<file path="src/rtl/fib_pkg.sv">
// Shared definitions for the Fibonacci arbiter slice.
// Holds the sequencer state encoding, the core result width/saturation
// value and the default arbiter parameters.
package fib_pkg;

  localparam int unsigned FIB_W       = 20;
  localparam int unsigned FIB_SAT     = 9999;
  localparam int unsigned DEF_NREQ    = 4;
  localparam int unsigned DEF_NW      = 5;
  localparam int unsigned DEF_TIMEOUT = 64;

  typedef enum logic [2:0] {
    S_IDLE      = 3'd0,
    S_ISSUE     = 3'd1,
    S_WAIT_DONE = 3'd2,
    S_RESPOND   = 3'd3,
    S_DRAIN     = 3'd4
  } state_t;

endpackage

</file>
<file path="src/rtl/fib_arbiter_rr_pick.sv">
// Round-robin first-set-bit finder.
// Ports:
//   req   - request vector
//   ptr   - highest-priority position for this scan
//   idx   - index of first set bit at or after ptr (wrapping)
//   valid - at least one request is set
module rr_pick #(
  parameter int unsigned NREQ = 4,
  parameter int unsigned IW   = 2
) (
  input  logic [NREQ-1:0] req,
  input  logic [IW-1:0]   ptr,
  output logic [IW-1:0]   idx,
  output logic            valid
);

  logic [IW-1:0] cand;

  // Scan ptr, ptr+1, ... modulo NREQ; the first hit wins.
  always_comb begin
    idx   = '0;
    valid = 1'b0;
    cand  = '0;
    for (int unsigned i = 0; i < NREQ; i++) begin
      cand = IW'((32'(ptr) + i) % NREQ);
      if (!valid && req[cand]) begin
        idx   = cand;
        valid = 1'b1;
      end
    end
  end

endmodule

</file>
<file path="src/rtl/fib_arbiter.sv">
// Round-robin sequencer sharing one Fibonacci core among NREQ requesters.
// Ports:
//   clk, reset    - clock, asynchronous active-high reset
//   req, req_n    - per-requester request level and packed NW-bit indices
//   ack, err      - one-cycle ack to the winner; err marks a core timeout
//   result        - result of last transaction, held until next ack
//   grant, busy   - one-hot current owner; high outside IDLE
//   fib_start/i   - start pulse and zero-extended index to the core
//   fib_ready, fib_done_tick, fib_f - core status and result
module fib_arbiter
  import fib_pkg::*;
#(
  parameter int unsigned NREQ    = DEF_NREQ,
  parameter int unsigned NW      = DEF_NW,
  parameter int unsigned TIMEOUT = DEF_TIMEOUT
) (
  input  logic                 clk,
  input  logic                 reset,
  input  logic [NREQ-1:0]      req,
  input  logic [NREQ*NW-1:0]   req_n,
  output logic [NREQ-1:0]      ack,
  output logic                 err,
  output logic [FIB_W-1:0]     result,
  output logic [NREQ-1:0]      grant,
  output logic                 busy,
  output logic                 fib_start,
  output logic [FIB_W-1:0]     fib_i,
  input  logic                 fib_ready,
  input  logic                 fib_done_tick,
  input  logic [FIB_W-1:0]     fib_f
);

  localparam int unsigned IW = (NREQ > 1) ? $clog2(NREQ) : 1;
  localparam int unsigned TW = (TIMEOUT > 2) ? $clog2(TIMEOUT) : 1;

  state_t          state;
  logic [IW-1:0]   rr_ptr;
  logic [IW-1:0]   gnt_idx;
  logic [NW-1:0]   n_reg;
  logic [TW-1:0]   timer;

  logic [IW-1:0]   pick_idx;
  logic            pick_valid;
  logic [NW-1:0]   pick_n;
  logic [NREQ-1:0] pick_oh;
  logic [NREQ-1:0] gnt_oh;
  logic [IW-1:0]   ptr_next;

  rr_pick #(
    .NREQ (NREQ),
    .IW   (IW)
  ) u_pick (
    .req   (req),
    .ptr   (rr_ptr),
    .idx   (pick_idx),
    .valid (pick_valid)
  );

  // Index field and one-hot forms of the candidate and the current owner.
  always_comb begin
    pick_n  = '0;
    pick_oh = '0;
    gnt_oh  = '0;
    for (int unsigned k = 0; k < NREQ; k++) begin
      if (IW'(k) == pick_idx) begin
        pick_n     = req_n[k*NW +: NW];
        pick_oh[k] = 1'b1;
      end
      if (IW'(k) == gnt_idx) begin
        gnt_oh[k] = 1'b1;
      end
    end
  end

  assign ptr_next = (gnt_idx == IW'(NREQ - 1)) ? '0 : gnt_idx + IW'(1);

  // n_reg is a register; fib_i is only its zero extension.
  assign fib_i = FIB_W'(n_reg);

  // Sequencer: every output below changes only on a clock edge.
  always_ff @(posedge clk or posedge reset) begin
    if (reset) begin
      state     <= S_IDLE;
      rr_ptr    <= '0;
      gnt_idx   <= '0;
      n_reg     <= '0;
      timer     <= '0;
      ack       <= '0;
      err       <= 1'b0;
      result    <= '0;
      grant     <= '0;
      busy      <= 1'b0;
      fib_start <= 1'b0;
    end else begin
      fib_start <= 1'b0;
      ack       <= '0;
      case (state)
        S_IDLE: begin
          if (fib_ready && pick_valid) begin
            gnt_idx   <= pick_idx;
            n_reg     <= pick_n;
            grant     <= pick_oh;
            busy      <= 1'b1;
            fib_start <= 1'b1;
            state     <= S_ISSUE;
          end
        end
        S_ISSUE: begin
          timer <= '0;
          state <= S_WAIT_DONE;
        end
        S_WAIT_DONE: begin
          timer <= timer + TW'(1);
          // done wins over a simultaneous timeout
          if (fib_done_tick) begin
            result <= fib_f;
            err    <= 1'b0;
            ack    <= gnt_oh;
            state  <= S_RESPOND;
          end else if (timer == TW'(TIMEOUT - 1)) begin
            result <= '0;
            err    <= 1'b1;
            ack    <= gnt_oh;
            state  <= S_RESPOND;
          end
        end
        S_RESPOND: begin
          rr_ptr <= ptr_next;
          grant  <= '0;
          state  <= S_DRAIN;
        end
        S_DRAIN: begin
          // core still holding done for its display period
          if (fib_ready) begin
            busy  <= 1'b0;
            state <= S_IDLE;
          end
        end
        default: begin
          grant <= '0;
          busy  <= 1'b0;
          state <= S_IDLE;
        end
      endcase
    end
  end

endmodule

</file>
<file path="config.mk">
export PLATFORM = sky130hd
export DESIGN_NAME = fib_arbiter
export DESIGN_NICKNAME = d
export VERILOG_FILES = /design/src/rtl/fib_pkg.sv /design/src/rtl/fib_arbiter_rr_pick.sv /design/src/rtl/fib_arbiter.sv
export SDC_FILE = /design/constraint.sdc
export NUM_CORES = 1
export LEC_CHECK = 0
export BUFFER_PORTS_ARGS = -buffer_cell sky130_fd_sc_hd__buf_2
export CAP_MARGIN = 10
export CORE_ASPECT_RATIO = 0.9
export CORE_MARGIN = 2
export CORE_UTILIZATION = 30
export CTS_BUF_LIST = sky130_fd_sc_hd__clkbuf_8
export CTS_CLUSTER_SIZE = 24
export DETAILED_ROUTE_END_ITERATION = 10
export GPL_TIMING_DRIVEN = 0
export PLACE_DENSITY = 0.59
export SYNTH_ARGS = -nofsm -noshare
export SYNTH_HDL_FRONTEND = slang
export SYNTH_SLANG_ARGS = --single-unit
</file>
<file path="constraint.sdc">
create_clock -name clk -period 3.5 [get_ports clk]
set_input_delay 0.175 -clock clk [delete_from_list [all_inputs] [get_ports clk]]
set_output_delay 0.175 -clock clk [all_outputs]
set_load 0.01 [all_outputs]
</file>
==> results of run 1 <==
## stage by stage
stage                     setup WS [ns]  hold slack (ns)  instances
after floorplan                    1.97            0.315        230
after global placement             1.51            0.398        409
after detailed placement           1.73           0.0958        410
after CTS                          1.71           0.0792        419
after global routing               1.60           0.0696        419
final                              1.73           0.0888        419
## power by group through the flow
stage	registers, mW	logic (mW)	clock network (mW)
finish	0.935	1.01	0.412
global route	0.968	1.13	0.459
CTS	0.936	1.03	0.424
detailed placement	0.946	1.02	0
global placement	0.942	1.00	0
floorplan	1.01	0.598	0
## cell type report
type | instances | area share, %
Clock buffer | 5 | 2.21
Multi-Input combinational cell | 147 | 32.6
Timing Repair Buffer | 85 | 14.3
Tap cell | 96 | 3.86
Buffer | 24 | 4.87
Clock inverter | 3 | 1.49
Sequential cell | 49 | 39.4
Inverter | 10 | 1.21
## what timing repair did
item | in CTS | in global routing
setup endpoints to repair | 0 | 0
hold buffers | 1 | 0
hold endpoints to repair | 7 | 0
## cell usage in the layout (no fill, tap or decap), types with 2 or more instances in the layout
cell type / count
a211o_1: 5
nand2b_1: 3
nand3b_1: 3
buf_2: 87
a21oi_1: 3
nand2_1: 17
clkbuf_1: 5
a21o_1: 3
mux2i_1: 6
nand4_1: 7
nor2_2: 2
o211ai_2: 5
nor2_1: 11
conb_1: 15
a22o_1: 23
inv_1: 9
buf_4: 15
dfrtp_1: 49
a31oi_1: 2
and2_1: 2
xor2_1: 2
or2_2: 2
o21ai_0: 10
o31ai_1: 7
and3_1: 2
ha_1: 5
clkbuf_8: 5
## kinds of logic (layout without fill, tap and decap cells)
logic type	Yosys count	in the layout	synth area share (%)
XOR/XNOR	2	2	0.737
flip-flops	49	49	51.6
AO/OA/AOI/OAI	64	64	21.8
other	1	15	0.158
buffers and inverters	34	127	7.95
AND/OR/NAND/NOR	53	53	11.7
adder cells (fa/ha/maj)	6	6	3.05
multiplexers	7	7	3.00
## worst register-to-register path, delay by kind of cell (launching register included)
kind	cells	cell delay, ns
compound gates	1	0.09
flops	1	0.49
simple gates	2	0.52
mux	2	0.57
## final timing paths
check	slack, ns	end
max	1.73	n_reg[2]
min	0.09	result[6]
max reg2reg	1.73	n_reg[2]
min reg2reg	0.49	grant[0]
max in group asynchronous	2.72	grant[3]
min in group asynchronous	0.31	busy
## metal layers
| layer | track usage (%) | up-vias |
|---|---|---|
| met5 | 0 | - |
| met4 | 3.03 | 0 |
| met3 | 3.63 | 5 |
| met2 | 19.8 | 44 |
| met1 | 17.3 | 893 |
| li1 | - | 968 |
==> results.cfg, run 1 <==
[clock_tree]
htree_levels = 2
cts_tree = done
clkTransAtPathRegs_ns = 0.10
cts_buffers = 5
post_cts_resized = 0
cts_buffer_depth = 2
clk_latency_ns = 0.30
post-cts-setup-buffers = 0
clock_sinks = 49
cts_root_buffer = clkbuf_8

[global_routing]
grt_pass1_vias = 1797
grt_pass1_wl_mm = 8.70
antenna_found_initial = 0
grtUsageTotal_pct = 12.6
grt-ovfl-total = 0
grt_max_degree = 43

[floorplanning]
die_area_um2 = 8650
io_pins = 99
row_count = 30
die_h_um = 88.5
die_w_um = 97.8
core_um2 = 7620
initial_core_util_pct = 31.2

[sta]
fmax_ghz = 0.565
fin_tns_setup_ns = 0
period_needed_ns = 1.77
hold_violations = 0
rsz0062_at_grt = false
slew_viol_final = 0
fin_crit_sh_pct = 50.5
setup_viol = 0
finalClockSkew_ns = 0.00749

[setup_path]
cp.required_ns = 3.69
cpMostUsedCell = mux2i_1
critPathTopFamily = multiplexers
cp_slowest_cell = dfrtp_1
critPathLaunchType = flip-flop
r2r-start = rr_ptr[1]
crit_buf_inv = 0
crit_type = reg2reg
path_max_fanout = 7
crit_chain = mux2i_1 > nor2_2 > nor3_4 > mux2i_1 > o211ai_2
startpoint = rr_ptr[1]
crit_cells = 5
worstPathArrival_ns = 1.96
reg2reg_depth = 5
max_stage_delay_ns = 0.49
end_kind = flip-flop

[routing]
first_iter_violations = 62
dr_total_vias = 1910
wl_met3_um = 277
drt_drc_violations_left = 0
route.top_layer_used = met4
antenna_left = 0
drt_wl_total_mm = 5.45
viasPerCell = 4.56
wl_met1_mm = 2.64
drtPass1Iterations = 4
wl_per_cell_um = 13.0
dr_wl_met2_mm = 2.50

[power]
finalPower_mw = 2.36
p_sw_share_pct = 38.3
seqPwrFrac_pct = 39.7
intPower_mw = 1.45
p_switching_mw = 0.903
peakVddDrop_mv = 0.206
power_density_nw_per_um2 = 758
p_leak_nw = 1.65
power_frac_clock_pct = 17.5
comb_power_share_pct = 42.8

[placement]
place_hpwl_mm = 4.17
gp_congestion = 0.733
dpl_cell_area_um2 = 2990
io_buffers = 83

[hold_path]
min_path_cells = 2
hold_class = in2reg
min-delay-start = fib_f[6]

[yosys]
synth.distinct_cells = 38
syn_area_um2 = 2380
seq_area_frac_synth_pct = 51.6
syn_inst = 216
synth_edf_count = 0
syn_area_per_cell_um2 = 11.0
yosysWarnings = 0
synth_top_area_cell = dfrtp_1
synthDominantCellAreaShare_pct = 51.6
netlist_top_cells_area = dfrtp_1 (52%), a22o_1 (8.5%), buf_4 (4.7%)
synth_ff_type = dfrtp_1
synth_top_cells_by_count = dfrtp_1 (49), a22o_1 (23), nand2_1 (17), buf_4 (15), nor2_1 (11)
synthArstFlopShare_pct = 100
synth_most_common_cell = dfrtp_1
ys_ff_latch = 49

[finish]
postLayoutCellArea_um2 = 3110
layout-drive-gt1-share_pct = 39.3
area_growth_pct = 30.8
n_antenna_cell = 0
largest_reg_flops = 20
fillers = 777
multi_input_area_um2 = 1010
nets = 375
final_util_pct = 40.8
register_area_um2 = 1230

[run]
maxCapViolCount = 0

[status]
outcome = finished, final reports clean
No activity file was read; power rests on OpenSTA's default activity.
==> run 2, diff against run 1 <==
- PLACE_DENSITY: 0.59 -> 0.61
- clock period: 3.5 -> 1.58 ns (I/O delays scaled with it)
==> run 2 against run 1 <==
  * Die area stayed put
  * Critical endpoint unchanged
  * Cell count is 3.3% higher
  * Flip-flop and latch count stayed put
  * Sequential power is 130% higher
  * Via count is 3.3% higher
  * Power is 130% higher
  * Setup slack worse by 1.7 ns
  * Non-clock buffer count is 14 higher
  * The run now ends with negative setup slack left
  * Global-route usage is 0.35 points higher
==> results.cfg, run 2 (synthesis results as in run 1) <==
[run]
maxCapViolCount = 0

[setup_path]
cp_slowest_cell = dfrtp_2
worstPathArrival_ns = 1.77
crit_type = reg2reg
path_max_fanout = 6
cp.required_ns = 1.76
critPathLaunchType = flip-flop
max_stage_delay_ns = 0.45
crit_chain = mux2i_4 > nor2_4 > nor3_4 > mux2i_1 > o211ai_2
end_kind = flip-flop

[routing]
dr_total_vias = 1973
first_iter_violations = 72
drtPass1Iterations = 4
antenna_left = 0
viasPerCell = 4.56
drt_drc_violations_left = 0
wl_per_cell_um = 12.7
drt_wl_total_mm = 5.48

[sta]
hold_violations = 0
fin_tns_setup_ns = -0.0286
setup_viol = 3
layout_setup_ws_ns = -0.0106
period_needed_ns = 1.59
slew_viol_final = 0
fin_crit_sh_pct = 101
rsz0062_at_grt = true
fmax_ghz = 0.629
finalClockSkew_ns = 0.00967

[placement]
place_hpwl_mm = 4.12
io_buffers = 83
gp_congestion = 0.712

[global_routing]
grtUsageTotal_pct = 12.9
grt_max_degree = 29
antenna_found_initial = 0
grt-ovfl-total = 0
grt_pass1_wl_mm = 8.99
grt_pass1_vias = 1886

[finish]
layout-drive-gt1-share_pct = 44.5
final_util_pct = 43.8
layout_common_cells = buf_2 (85), dfrtp_1 (46), buf_4 (25)
final_common_cell = buf_2
register_area_um2 = 1230
area_growth_pct = 40.5
multi_input_area_um2 = 1100
n_antenna_cell = 0
nets = 389
largest_reg_flops = 20
fillers = 751

[hold_path]
hold_class = in2reg

[clock_tree]
cts_tree = done
htree_levels = 2
clk_latency_ns = 0.29
cts_root_buffer = clkbuf_8
cts_buffer_depth = 2
cts_buffers = 5
clkTransAtPathRegs_ns = 0.09
clock_sinks = 49

[floorplanning]
row_count = 30
io_pins = 99
die_h_um = 88.5
core_um2 = 7620
die_w_um = 97.8
initial_core_util_pct = 31.2
die_area_um2 = 8650

[power]
power_density_nw_per_um2 = 1650
p_leak_nw = 1.74
peakVddDrop_mv = 0.439

[status]
outcome = finished with violations
violations = negative setup slack
run 2: cell count changes in the layout (fill, tap and decap cells not counted), sizes merged:
cell	delta
buf	+8
clkbuf	-1
clkinv	-1
dlygate4sd3	+8
run 2: per-layer routing:
metal | wire length, µm | global-route usage, % | vias to the layer above
met1 | 2540 | 17.5 | 917
li1 | - | - | 997
met4 | 40 | 4.04 | 0
met5 | 0 | 0 | -
met2 | 2540 | 20.5 | 57
met3 | 369 | 3.24 | 2
run 2: worst paths after layout:
check,startpoint,to,slack [ns],depth (start not counted)
max reg2reg,rr_ptr[1],n_reg[2],-0.01,5
min,fib_f[4],result[4],0.01,2
max,rr_ptr[1],n_reg[2],-0.01,5
max in group asynchronous,reset,rr_ptr[1],0.71,4
min in group asynchronous,reset,result[4],0.35,3
min reg2reg,grant[0],grant[0],0.49,2
run 2: critical path: cells and delay by family (launching register included):
kind | cells | cell delay [ns]
flip-flops | 1 | 0.45
AO/OA/AOI/OAI | 1 | 0.09
multiplexers | 2 | 0.55
AND/OR/NAND/NOR | 2 | 0.38
run 2: timing repair:
item	in CTS	in global routing
pin swaps	2	1
setup buffers	4	4
gates resized for setup	11	13
hold buffers	7	2
endpoints found under the setup margin	28	33
hold endpoints to repair	27	2
run 2: layout make-up:
class	count	area share, %
sequential	49	36.8
clock inverter	2	1.12
timing repair buffer	101	17.5
inverter	10	1.12
tap	96	3.60
buffer	22	4.49
multi-input combinational	147	32.8
clock buffer	6	2.47
run 2: through the flow:
stage	instance area [µm²]	power (mW)	setup slack (ns)	hold WS (ns)	std cells
after CTS	3240	5.42	-0.0287	0.00336	427
after global placement	2970	4.29	-0.287	0.302	409
final	3340	5.50	-0.0106	0.0126	433
after detailed placement	2990	4.36	-0.162	0.117	410
after global routing	3340	5.91	-0.128	0.000999	433
after floorplan	2430	3.56	0.0517	0.219	230
run 2: where the power goes:
part	switching (mW)	internal, mW	total, mW
logic	1.28	1.18	2.47
registers	0.366	1.75	2.12
clock network	0.402	0.515	0.917
==> run 3, diff against run 2 <==
- CTS_BUF_LIST: sky130_fd_sc_hd__clkbuf_8 -> sky130_fd_sc_hd__clkbuf_16
==> run 3 against run 2 <==
  * The run still ends with negative setup slack left
  * Combinational power decreased by 4%
  * Flip-flop and latch count unchanged
  * Critical path depth unchanged
  * Design area decreased by 1.9%
  * Sequential power about the same
==> results.cfg, run 3 (synthesis results as in run 1) <==
[sta]
slew_viol_final = 0
rsz0062_at_grt = true
layout_setup_ws_ns = -0.00968
fin_tns_setup_ns = -0.0176
hold_violations = 0
finalClockSkew_ns = 0.00694
setup_viol = 3
fmax_ghz = 0.629
period_needed_ns = 1.59
fin_crit_sh_pct = 101
whs_ns = 0.0184

[global_routing]
grtUsageTotal_pct = 13.0
antenna_found_initial = 0
grt-ovfl-total = 0
grt_pass1_wl_mm = 9.06
grt_max_degree = 29
grt_pass1_vias = 1886

[clock_tree]
cts_buffer_depth = 2
clock_sinks = 49
cts_tree = done
clkTransAtPathRegs_ns = 0.06
cts_root_buffer = clkbuf_16
htree_levels = 2
cts_buffers = 5
clk_latency_ns = 0.28

[status]
violations = negative setup slack
outcome = finished with violations

[setup_path]
max_stage_delay_ns = 0.44
crit_cells = 5
startpoint = rr_ptr[1]
reg2reg_depth = 5
r2r_setup_slack_ns = -0.01
path_max_fanout = 6
r2r-start = rr_ptr[1]
cp_slowest_cell = dfrtp_2
crit_chain = mux2i_4 > nor2_4 > nor3_4 > mux2i_1 > o211ai_2
cp.required_ns = 1.74
crit_type = reg2reg
r2r_end = n_reg[2]
crit_buf_inv = 0
crit_path_end = n_reg[2]
critPathTopFamily = multiplexers
critPathLaunchType = flip-flop
worstPathArrival_ns = 1.75
end_kind = flip-flop

[routing]
drt_wl_total_mm = 5.35
viasPerCell = 4.60
drt_drc_violations_left = 0
antenna_left = 0
dr_total_vias = 1935
wl_per_cell_um = 12.7
drtPass1Iterations = 4
first_iter_violations = 80

[finish]
layout_common_cells = buf_2 (85), dfrtp_1 (46), a22o_1 (23)
fillers = 758
register_area_um2 = 1230
n_antenna_cell = 0
largest_reg_flops = 20
nets = 377
area_growth_pct = 37.8
layout-drive-gt1-share_pct = 44.9
final_common_cell = buf_2
multi_input_area_um2 = 1090

[floorplanning]
core_um2 = 7620
io_pins = 99
row_count = 30
die_w_um = 97.8
initial_core_util_pct = 31.2
die_h_um = 88.5
die_area_um2 = 8650

[power]
power_density_nw_per_um2 = 1730
peakVddDrop_mv = 0.510
intPower_mw = 3.62
p_leak_nw = 1.71
p_sw_share_pct = 36.2
power_frac_clock_pct = 20.6
finalPower_mw = 5.67
seqPwrFrac_pct = 37.5
p_switching_mw = 2.06
comb_power_share_pct = 41.9

[placement]
gp_congestion = 0.712
io_buffers = 83
place_hpwl_mm = 4.12

[run]
maxCapViolCount = 0

[hold_path]
min_path_cells = 2
min-delay-start = fib_f[3]
hold_class = in2reg
[run 3: cell count changes in the layout (fill, tap and decap cells not counted), sizes merged]
cell / previous run / this run
clkbuf: 9 / 8
dlygate4sd3: 9 / 1
buf: 111 / 107
clkinv: 0 / 1
[run 3: worst register-to-register path: cells and delay by family (launching register included)]
kind	cells	cell delay (ns)
multiplexers	2	0.56
flip-flops	1	0.44
AO/OA/AOI/OAI	1	0.09
AND/OR/NAND/NOR	2	0.38
[run 3: power groups by stage]
stage | sequential, mW | clock (mW) | combinational, mW
floorplan | 2.24 | 0 | 1.32
global placement | 2.08 | 0 | 2.21
detailed placement | 2.09 | 0 | 2.27
CTS | 2.11 | 1.21 | 2.36
global route | 2.19 | 1.28 | 2.63
finish | 2.13 | 1.17 | 2.38
[run 3: what timing repair did]
| item | 4_1_cts | 5_1_grt |
|---|---|---|
| hold buffers | 1 | 0 |
| endpoints found under the setup margin | 27 | 33 |
| buffers inserted | 4 | 0 |
| gates cloned | 0 | 0 |
| endpoints found under the hold margin | 21 | 0 |
| pin swaps | 2 | 0 |
| resized for setup | 12 | 15 |
[run 3: area by class of cell]
| type | count | share of cell area, % |
|---|---|---|
| Clock inverter | 3 | 1.26 |
| Buffer | 22 | 4.85 |
| Timing Repair Buffer | 89 | 14.5 |
| Sequential cell | 49 | 37.5 |
| Inverter | 10 | 1.15 |
| Clock buffer | 5 | 3.82 |
| Tap cell | 96 | 3.67 |
| Multi-Input combinational cell | 147 | 33.2 |
[run 3: worst min-delay path by stage]
stage	slack, ns	endpoint
2_1_floorplan	0.22	result[11]
3_3_place_gp	0.30	result[6]
3_5_place_dp	0.12	result[4]
4_1_cts	0.01	result[3]
5_1_grt	0.01	result[10]
6_report	0.02	result[3]
[run 3: layer usage]
layer,track usage [%],up-vias,wire (µm)
met5,0,-,0
met4,4.04,0,62
met3,3.00,5,326
met2,20.8,58,2450
met1,17.6,895,2510
li1,-,977,-
[run 3: stage by stage]
stage	cells	util [%]	setup WS (ns)	area, µm²
2_1_floorplan	230	-	0.0517	2430
3_3_place_gp	409	38.9	-0.287	2970
3_5_place_dp	410	39.2	-0.162	2990
4_1_cts	421	42.3	-0.0248	3230
5_1_grt	421	43.0	-0.123	3280
6_report	421	43.0	-0.00968	3280
